[config.mk]
export PLATFORM = sky130hd
export DESIGN_NAME = sprite_line_scanner_flat
export DESIGN_NICKNAME = d
export VERILOG_FILES = /design/src/rtl/sprite_line_scanner_if.sv /design/src/rtl/sprite_line_scanner.sv /design/src/flat_wrapper.sv
export SDC_FILE = /design/constraint.sdc
export NUM_CORES = 1
export LEC_CHECK = 0
export ABC_AREA = 1
export CORE_MARGIN = 8
export CORE_UTILIZATION = 35
export CTS_BUF_LIST = sky130_fd_sc_hd__clkbuf_8
export CTS_CLUSTER_DIAMETER = 150
export CTS_CLUSTER_SIZE = 16
export DETAILED_ROUTE_END_ITERATION = 16
export PLACE_DENSITY = 0.61
export SLEW_MARGIN = 20
export SYNTH_ARGS = -nofsm -noshare
export SYNTH_HDL_FRONTEND = slang
export SYNTH_SLANG_ARGS = --single-unit
[constraint.sdc]
create_clock -name clk -period 3.5 [get_ports clk]
set_input_delay 0.525 -clock clk [delete_from_list [all_inputs] [get_ports clk]]
set_output_delay 0.525 -clock clk [all_outputs]
set_load 0.1 [all_outputs]
[src/rtl/sprite_line_scanner_if.sv]
// OAM read port and VRAM byte-fetch handshake between the line scanner and its neighbours.
// fetch_req/fetch_ack: req holds index/plane stable until ack; a byte transfers on req && ack.
interface sprite_line_scanner_if;
    logic [5:0] scan_index;
    logic [7:0] scan_y;
    logic       fetch_req;
    logic [5:0] fetch_index;
    logic       fetch_plane;
    logic       fetch_ack;
    logic [1:0] fetch_ds;

    modport master (
        output scan_index,
        input  scan_y,
        output fetch_req,
        output fetch_index,
        output fetch_plane,
        output fetch_ds,
        input  fetch_ack
    );

    modport slave (
        input  scan_index,
        output scan_y,
        input  fetch_req,
        input  fetch_index,
        input  fetch_plane,
        input  fetch_ds,
        output fetch_ack
    );
endinterface

[src/rtl/sprite_line_scanner.sv]
// Per-line OAM scan selecting the first visible sprites, then two VRAM byte fetches per
// selected sprite (plane 0 then plane 1) with per-sprite data strobes.
module sprite_line_scanner #(
    parameter int NUM_OAM     = 40,
    parameter int MAX_SPRITES = 10
) (
    input  logic                 clk,
    input  logic                 reset,
    input  logic                 start,
    input  logic [7:0]           v_cnt,
    input  logic                 size16,
    sprite_line_scanner_if.master bus,
    output logic [NUM_OAM-1:0]   sprite_enable,
    output logic [3:0]           sel_count,
    output logic                 busy,
    output logic                 done,
    output logic [1:0]           dbg_state
);
    localparam logic [1:0] S_IDLE  = 2'd0;
    localparam logic [1:0] S_SCAN  = 2'd1;
    localparam logic [1:0] S_FETCH = 2'd2;
    localparam logic [1:0] S_DONE  = 2'd3;

    localparam logic [5:0] LAST_CNT = 6'(NUM_OAM);
    localparam logic [3:0] MAX_SEL  = 4'(MAX_SPRITES);

    logic [1:0] state;
    logic [7:0] v_lat;
    logic       size16_lat;
    logic [5:0] scan_cnt;
    logic [5:0] sel_list [MAX_SPRITES];
    logic [3:0] fetch_ptr;
    logic       plane;

    logic [7:0] v_plus;
    logic [7:0] y_end;
    logic       visible;
    logic       take;
    logic [5:0] eval_index;
    logic       last_byte;

    // scan_y answers the index issued one cycle earlier, so entry scan_cnt-1 is judged now.
    always_comb begin
        v_plus     = v_lat + 8'd16;
        y_end      = bus.scan_y + (size16_lat ? 8'd16 : 8'd8);
        visible    = (v_plus >= bus.scan_y) && (v_plus < y_end);
        eval_index = scan_cnt - 6'd1;
        take       = (state == S_SCAN) && (scan_cnt != 6'd0) && visible && (sel_count < MAX_SEL);
        last_byte  = plane && (fetch_ptr == sel_count - 4'd1);
    end

    always_comb begin
        busy            = (state == S_SCAN) || (state == S_FETCH);
        done            = (state == S_DONE);
        dbg_state       = state;
        bus.scan_index  = ((state == S_SCAN) && (scan_cnt < LAST_CNT)) ? scan_cnt : 6'd0;
        bus.fetch_req   = (state == S_FETCH);
        bus.fetch_index = bus.fetch_req ? sel_list[fetch_ptr] : 6'd0;
        bus.fetch_plane = bus.fetch_req ? plane : 1'b0;
        bus.fetch_ds    = 2'b00;
        if (bus.fetch_req && bus.fetch_ack) begin
            bus.fetch_ds = plane ? 2'b10 : 2'b01;
        end
    end

    always_ff @(posedge clk) begin
        if (reset) begin
            state         <= S_IDLE;
            v_lat         <= 8'd0;
            size16_lat    <= 1'b0;
            scan_cnt      <= 6'd0;
            sprite_enable <= '0;
            sel_count     <= 4'd0;
            fetch_ptr     <= 4'd0;
            plane         <= 1'b0;
            for (int i = 0; i < MAX_SPRITES; i++) begin
                sel_list[i] <= 6'd0;
            end
        end else if (start) begin
            // A start in any state restarts the line; an aborted line never reaches DONE.
            state         <= S_SCAN;
            v_lat         <= v_cnt;
            size16_lat    <= size16;
            scan_cnt      <= 6'd0;
            sprite_enable <= '0;
            sel_count     <= 4'd0;
            fetch_ptr     <= 4'd0;
            plane         <= 1'b0;
        end else begin
            case (state)
                S_SCAN: begin
                    if (take) begin
                        sel_list[sel_count]       <= eval_index;
                        sprite_enable[eval_index] <= 1'b1;
                        sel_count                 <= sel_count + 4'd1;
                    end
                    if (scan_cnt == LAST_CNT) begin
                        state <= (take || (sel_count != 4'd0)) ? S_FETCH : S_DONE;
                    end else begin
                        scan_cnt <= scan_cnt + 6'd1;
                    end
                end
                S_FETCH: begin
                    if (bus.fetch_ack) begin
                        if (!plane) begin
                            plane <= 1'b1;
                        end else begin
                            plane <= 1'b0;
                            if (last_byte) begin
                                state <= S_DONE;
                            end else begin
                                fetch_ptr <= fetch_ptr + 4'd1;
                            end
                        end
                    end
                end
                S_DONE:  state <= S_IDLE;
                default: state <= S_IDLE;
            endcase
        end
    end
endmodule

[src/flat_wrapper.sv]
// flat-port wrapper written by rule: the top's interface ports become plain ports
module sprite_line_scanner_flat 
#(
    parameter int NUM_OAM     = 40,
    parameter int MAX_SPRITES = 10
)
  (clk, reset, start, v_cnt, size16, sprite_enable, sel_count, busy, done, dbg_state, bus_scan_index, bus_scan_y, bus_fetch_req, bus_fetch_index, bus_fetch_plane, bus_fetch_ds, bus_fetch_ack);
  sprite_line_scanner_if bus_i ();
  input  logic clk;
  input  logic reset;
  input  logic start;
  input  logic [7:0] v_cnt;
  input  logic size16;
  output logic [NUM_OAM-1:0] sprite_enable;
  output logic [3:0] sel_count;
  output logic busy;
  output logic done;
  output logic [1:0] dbg_state;
  output wire logic [$bits(bus_i.scan_index)-1:0] bus_scan_index;
  input wire logic [$bits(bus_i.scan_y)-1:0] bus_scan_y;
  output wire logic [$bits(bus_i.fetch_req)-1:0] bus_fetch_req;
  output wire logic [$bits(bus_i.fetch_index)-1:0] bus_fetch_index;
  output wire logic [$bits(bus_i.fetch_plane)-1:0] bus_fetch_plane;
  output wire logic [$bits(bus_i.fetch_ds)-1:0] bus_fetch_ds;
  input wire logic [$bits(bus_i.fetch_ack)-1:0] bus_fetch_ack;
  assign bus_scan_index = bus_i.scan_index;
  assign bus_i.scan_y = bus_scan_y;
  assign bus_fetch_req = bus_i.fetch_req;
  assign bus_fetch_index = bus_i.fetch_index;
  assign bus_fetch_plane = bus_i.fetch_plane;
  assign bus_fetch_ds = bus_i.fetch_ds;
  assign bus_i.fetch_ack = bus_fetch_ack;
  sprite_line_scanner #(.NUM_OAM(NUM_OAM), .MAX_SPRITES(MAX_SPRITES)) u_core (.clk(clk), .reset(reset), .start(start), .v_cnt(v_cnt), .size16(size16), .bus(bus_i), .sprite_enable(sprite_enable), .sel_count(sel_count), .busy(busy), .done(done), .dbg_state(dbg_state));
endmodule
Word-level counts from Yosys, hierarchy flattened
Memory sizes are Yosys's and may differ from the RTL's. A register that Yosys moved wholly into a read port is not among the register bits.
Cells that the tools add are included.
{"block": "totals", "ff_bits": 66, "ramBits": 60, "inputBits": 21, "output_inout_bits": 64, "word_cells": 87, "n_memories": 1}
{"block": "classes", "add_sub_neg": 7, "magnitude_cmp": 6, "eq_ne": 13, "muxes": 28, "n_bitwise": 3, "n_reduce_logical": 20}
{"name": "u_core.sel_list", "words": 10, "word_bits": 6, "read_ports": 1, "rd_clocked_by_memory_dff": 1, "wr": 10, "line": "sprite_line_scanner.sv:31", "source": "logic [5:0] sel_list [MAX_SPRITES];"}
{"operator": "$or A40 B40 Y40", "count": 1}
{"operator": "$mux W6", "count": 3}
{"operator": "$mux W1", "count": 13}
{"operator": "$mux W2", "count": 6}
{"operator": "$mux W4", "count": 3}
{"operator": "$reduce_and A4 Y1", "count": 3}
{"operator": "$ne A3 B2 Y1 const B", "count": 3}
{"operator": "$add A4 B1 Y4 const B", "count": 2}
{"operator": "$add A8 B5 Y8 const B", "count": 1}
{"operator": "$add A8 B8 Y8", "count": 1}
{"operator": "$ge A8 B8 Y1", "count": 1}
{"operator": "$logic_and A1 B1 Y1", "count": 8}
{"operator": "$lt A8 B8 Y1", "count": 1}
{"operator": "$lt A6 B7 Y1 const B", "count": 1}
{"operator": "$add A6 B1 Y6 const B", "count": 1}
{"operator": "$demux W1 S6", "count": 1}
{"operator": "$eq A6 B6 Y1 const B", "count": 1}
{"operator": "$ge A6 B1 Y1 const B", "count": 1}
{"operator": "$lt A6 B6 Y1 const B", "count": 1}
{"operator": "$ne A2 B1 Y1 const B", "count": 3}
{"operator": "$reduce_and A2 Y1", "count": 3}
{"operator": "$reduce_bool A6 Y1", "count": 1}
{"operator": "$reduce_or A6 Y1", "count": 1}
{"operator": "$sub A6 B1 Y6 const B", "count": 1}
{"operator": "13 further kinds", "count": 16}

Logic depth before layout (Yosys ltp)
{"block": "depth", "word_depth": 13, "ltp_mapped": 17, "mapped_depth_nobuf": 17}

Worst setup path before layout
OpenSTA, ideal clock, no wires.
{"block": "synth_timing", "path_kind": "flip-flop to flip-flop", "from": "reg u_core.state[1], in the netlist u_core.dbg_state[1]", "to": "reg (tool-made name)", "setup_time_ps": 119, "t_arrival_ps": 4358, "t_required_ps": 3381, "slack_ps": -977, "stages_incl_launch_ff": 9, "n_path_buf": 0, "period_less_slack_ps": 4477, "cell_sequence": "dfxtp_1 -> ha_1 -> nand2_1 -> nor2_1 -> nand2_1 -> nor2_1 -> nand3_1 -> o21ai_0 -> nor2_1"}
{"element": "start: declaration", "line": "sprite_line_scanner.sv:27", "source": "logic [1:0] state;"}
{"element": "start signal: assignment", "line": "sprite_line_scanner.sv:98", "source": "state <= (take || (sel_count != 4'd0)) ? S_FETCH : S_DONE;"}

==> results.yml <==
yosys:
  synth_commonest_cells: "nor2_1 (137), inv_1 (115), nand2_1 (111)"
  synth_largest_area_cell: "edfxtp_1"
  netlist.area_leader.share_pct: 37.53
  synth_area_leaders: "edfxtp_1 (38%), dfxtp_1 (18%), nor2_1 (6.7%)"
  ys_types: 38
  synth.avg_cell_area_um2: 9.221
  synth_fa_ha_area_share_pct: 4.333
  syn-cell-area_um2: 7681
  yosysMostFrequentCell: "nor2_1"
  synth_cells: 833
  yosysWarnings: 0
  synth.area.mux_share_pct: 0
  synth-simple-area-share_pct: 18.33
  synth_top_family_by_area: "simple AND/OR/NAND/NOR gates"
  ys_seq_area_share_pct: 55.77
  synth-seq-cells: 166
  synthArstFlopShare_pct: 0
  synth_edf_count: 96
  ys.flop_type: "edfxtp_1"
  synth-compound-area-share_pct: 13.31
  synth_xor_area_share_pct: 1.010
cells_and_area:
  drive_above_1_share_pct: 11.23
  area_growth_pct: 24.55
  layout.nets: 1022
  stdcell_count: 1268
  antenna_cells: 0
power:
  leakage_nw: 4.048
  ir_worst_vdd_mv: 0.2657
  switching_share_pct: 26.25
  p_int_mw: 2.724
  seq_power_share_pct: 57.6
  p_comb_share_pct: 8.4
  powerDensity_nw_per_um2: 386.1
  p_switching_mw: 0.9696
  p_clk_share_pct: 34.0
timing:
  rsz0062_at_grt: "false"
  hold_ws_ns: 0.4521
  setup_slack_ns: 0.2808
  tightestPinTransition_ns: 1.028
  max_freq_mhz: 310.6
  final_hold_viol_count: 0
  final_max_slew_viol_count: 0
  period_share_pct: 91.98
  final.setup_skew_ns: 0.02538
  slew_headroom_pct: 31.24
  post-route-min-period_ns: 3.219
  setup_violations: 0
clock_network:
  cts_tree: "yes"
  root_buffer: "clkbuf_8"
  insertion_delay_ns: 0.47
  htreeDepth: 4
  clock_sinks: 166
  postCtsHoldBufs: 0
  clk_path_buf_depth: 2
  numCtsBuffers: 17
  clk_pin_slew_ns: 0.08
floorplanning:
  fp.dieH_um: 164.1
  initial_core_util_pct: 35.42
  die_area_um2: 26940
  dieWidth_um: 164.1
  core-area_um2: 21690
  rows: 54
  io_pins: 85
min_path:
  worst_hold_path_type: "flop to flop"
  hold_path_end: "u_core.sprite_enable[33]"
  holdPathStages: 2
  hp-start: "u_core.sprite_enable[33]"
grt:
  grt.total_usage_pct: 14.68
  grt_pass1_wl_um: 31110
  grt_overflow_total: 0
  use_met1_pct: 17.85
  grt-busiest-layer: "met2"
  use_met3_pct: 4.311
  antenna_found_initial: 0
  grt_use_met2_pct: 24.90
  grt_max_degree: 49
  grt_pass1_vias: 6011
place:
  preCtsSetupSlack_ns: -0.2498
  placed_cells: 1236
  portBuffers: 84
  gp_congestion: 0.8091
  dp_hpwl_um: 13860
drt:
  antenna_left: 0
  avgRoutedWirePerCell_um: 15.12
  drt_first_pass_iters: 5
  vias_per_cell: 4.774
  drtIter0Drc: 409
  finalWirelength_um: 19170
  vias: 6053
  post-route-drc-count: 0
setup_path:
  crit_fanout: 6
  worst_setup_path_end_kind: "flop"
  path_cells: "clkdlybuf4s50_1, ha_1, fa_1, nand3_1, xor2_1, ha_1, nand2_1, inv_1, o21ai_0, nand3_1, nor2_4, nand2_4, nor2_8, nand2_2, nor2_2, nand2_2, nand2_1"
  cp-start-kind: "primary input"
  cp_data_arrival_time_ns: 3.36
  crit_required_ns: 3.64
  rrSetupSlack_ns: 0.35
  r2r_start: "u_core.size16_lat"
  rr_worst_depth: 17
  crit_type: "primary input to flop"
  r2r-end: "u_core.sel_list[4][5]"
  crit_slowest_cell: "clkdlybuf4s50_1"
  cpPeakStageDelay_ns: 0.43
run:
  drv_cap: 0
outcome:
  status: "finished, final reports clean"
==> critical path, delay by kind of cell <==
| kind | cells | cell delay (ns) |
|---|---|---|
| simple gates | 10 | 1.20 |
| fa+ha+maj | 3 | 0.92 |
| buf+inv | 2 | 0.47 |
| xor+xnor | 1 | 0.15 |
| compound gates | 1 | 0.07 |
==> metrics by stage <==
step	TNS, ns	util [%]	cell area (um^2)	power [mW]
after global routing	0	44.11	9567	3.843
after global placement	-9.242	42.50	9218	2.480
after CTS	0	44.10	9564	3.722
after floorplan	0	-	7848	2.366
final	0	44.11	9567	3.694
after detailed placement	-14.60	42.50	9218	2.483
==> power groups by stage <==
stage                     Combinational, mW  Sequential [mW]  Clock (mW)
after detailed placement              0.312             2.17           0
final                                 0.311             2.13        1.26
after global routing                  0.350             2.13        1.36
after CTS                             0.313             2.13        1.28
after floorplan                       0.191             2.17           0
after global placement                0.309             2.17           0
==> registers in the layout, summed over array words and instances (netlist names), named ones only <==
| signal | flops |
|---|---|
| u_core.sel_list | 96 |
| u_core.sprite_enable | 40 |
| u_core.v_lat | 8 |
| u_core.scan_cnt | 6 |
| u_core.fetch_ptr | 4 |
| u_core.sel_count | 4 |
| u_core.dbg_state | 2 |
| u_core.plane | 1 |
| u_core.size16_lat | 1 |
==> worst max-delay path by stage <==
| stage | to | slack (ns) | startpoint |
|---|---|---|---|
| after floorplan | u_core.sel_list[1][0] | 0.05 | bus_scan_y[3] |
| after global placement | u_core.sel_list[8][0] | -0.18 | bus_scan_y[3] |
| after detailed placement | u_core.sel_list[8][2] | -0.25 | bus_scan_y[3] |
| after CTS | u_core.sel_list[8][0] | 0.23 | bus_scan_y[3] |
| after global routing | u_core.sel_list[4][1] | 0.02 | bus_scan_y[3] |
| final | u_core.sel_list[4][5] | 0.28 | bus_scan_y[3] |
==> timing repair <==
| item | CTS | global route |
|---|---|---|
| resized for setup | 0 | 1 |
| setup buffers | 0 | 0 |
| setup endpoints to repair | 0 | 6 |
==> cell type report <==
type                       instances  area [um^2]
clock buffer                      18        247.7
tap                              280        350.3
timing repair buffer             116         1131
sequential                       166         4284
clock inverter                    14        98.84
fill                            2111        12120
inverter                         117        439.2
multi-input combinational        557         3015
==> cell families (layout without fill, tap and decap cells) <==
group,Yosys count,count (layout)
and+or+nand+nor,315,315
AOI/OAI and AO/OA,172,172
DFF,166,166
buffers and inverters,145,265
adders and majority gates,26,26
xor gates and xnor gates,8,8
other,1,36
==> routing by layer <==
layer,vias up,share of wire (%)
li1,3052,-
met1,2826,44
met2,154,48
met3,21,6.1
met4,0,1.4
met5,-,0
==> placed cells by master (no fill, tap or decap), drive strengths merged, types with 27 or more instances in the layout <==
master / n
conb: 36
clkdlybuf4s50: 64
dfxtp: 70
edfxtp: 96
o21ai: 70
buf: 52
nand2: 117
nand3: 27
inv: 127
a21oi: 44
nor2: 141
No activity file was read; power rests on OpenSTA's default activity.
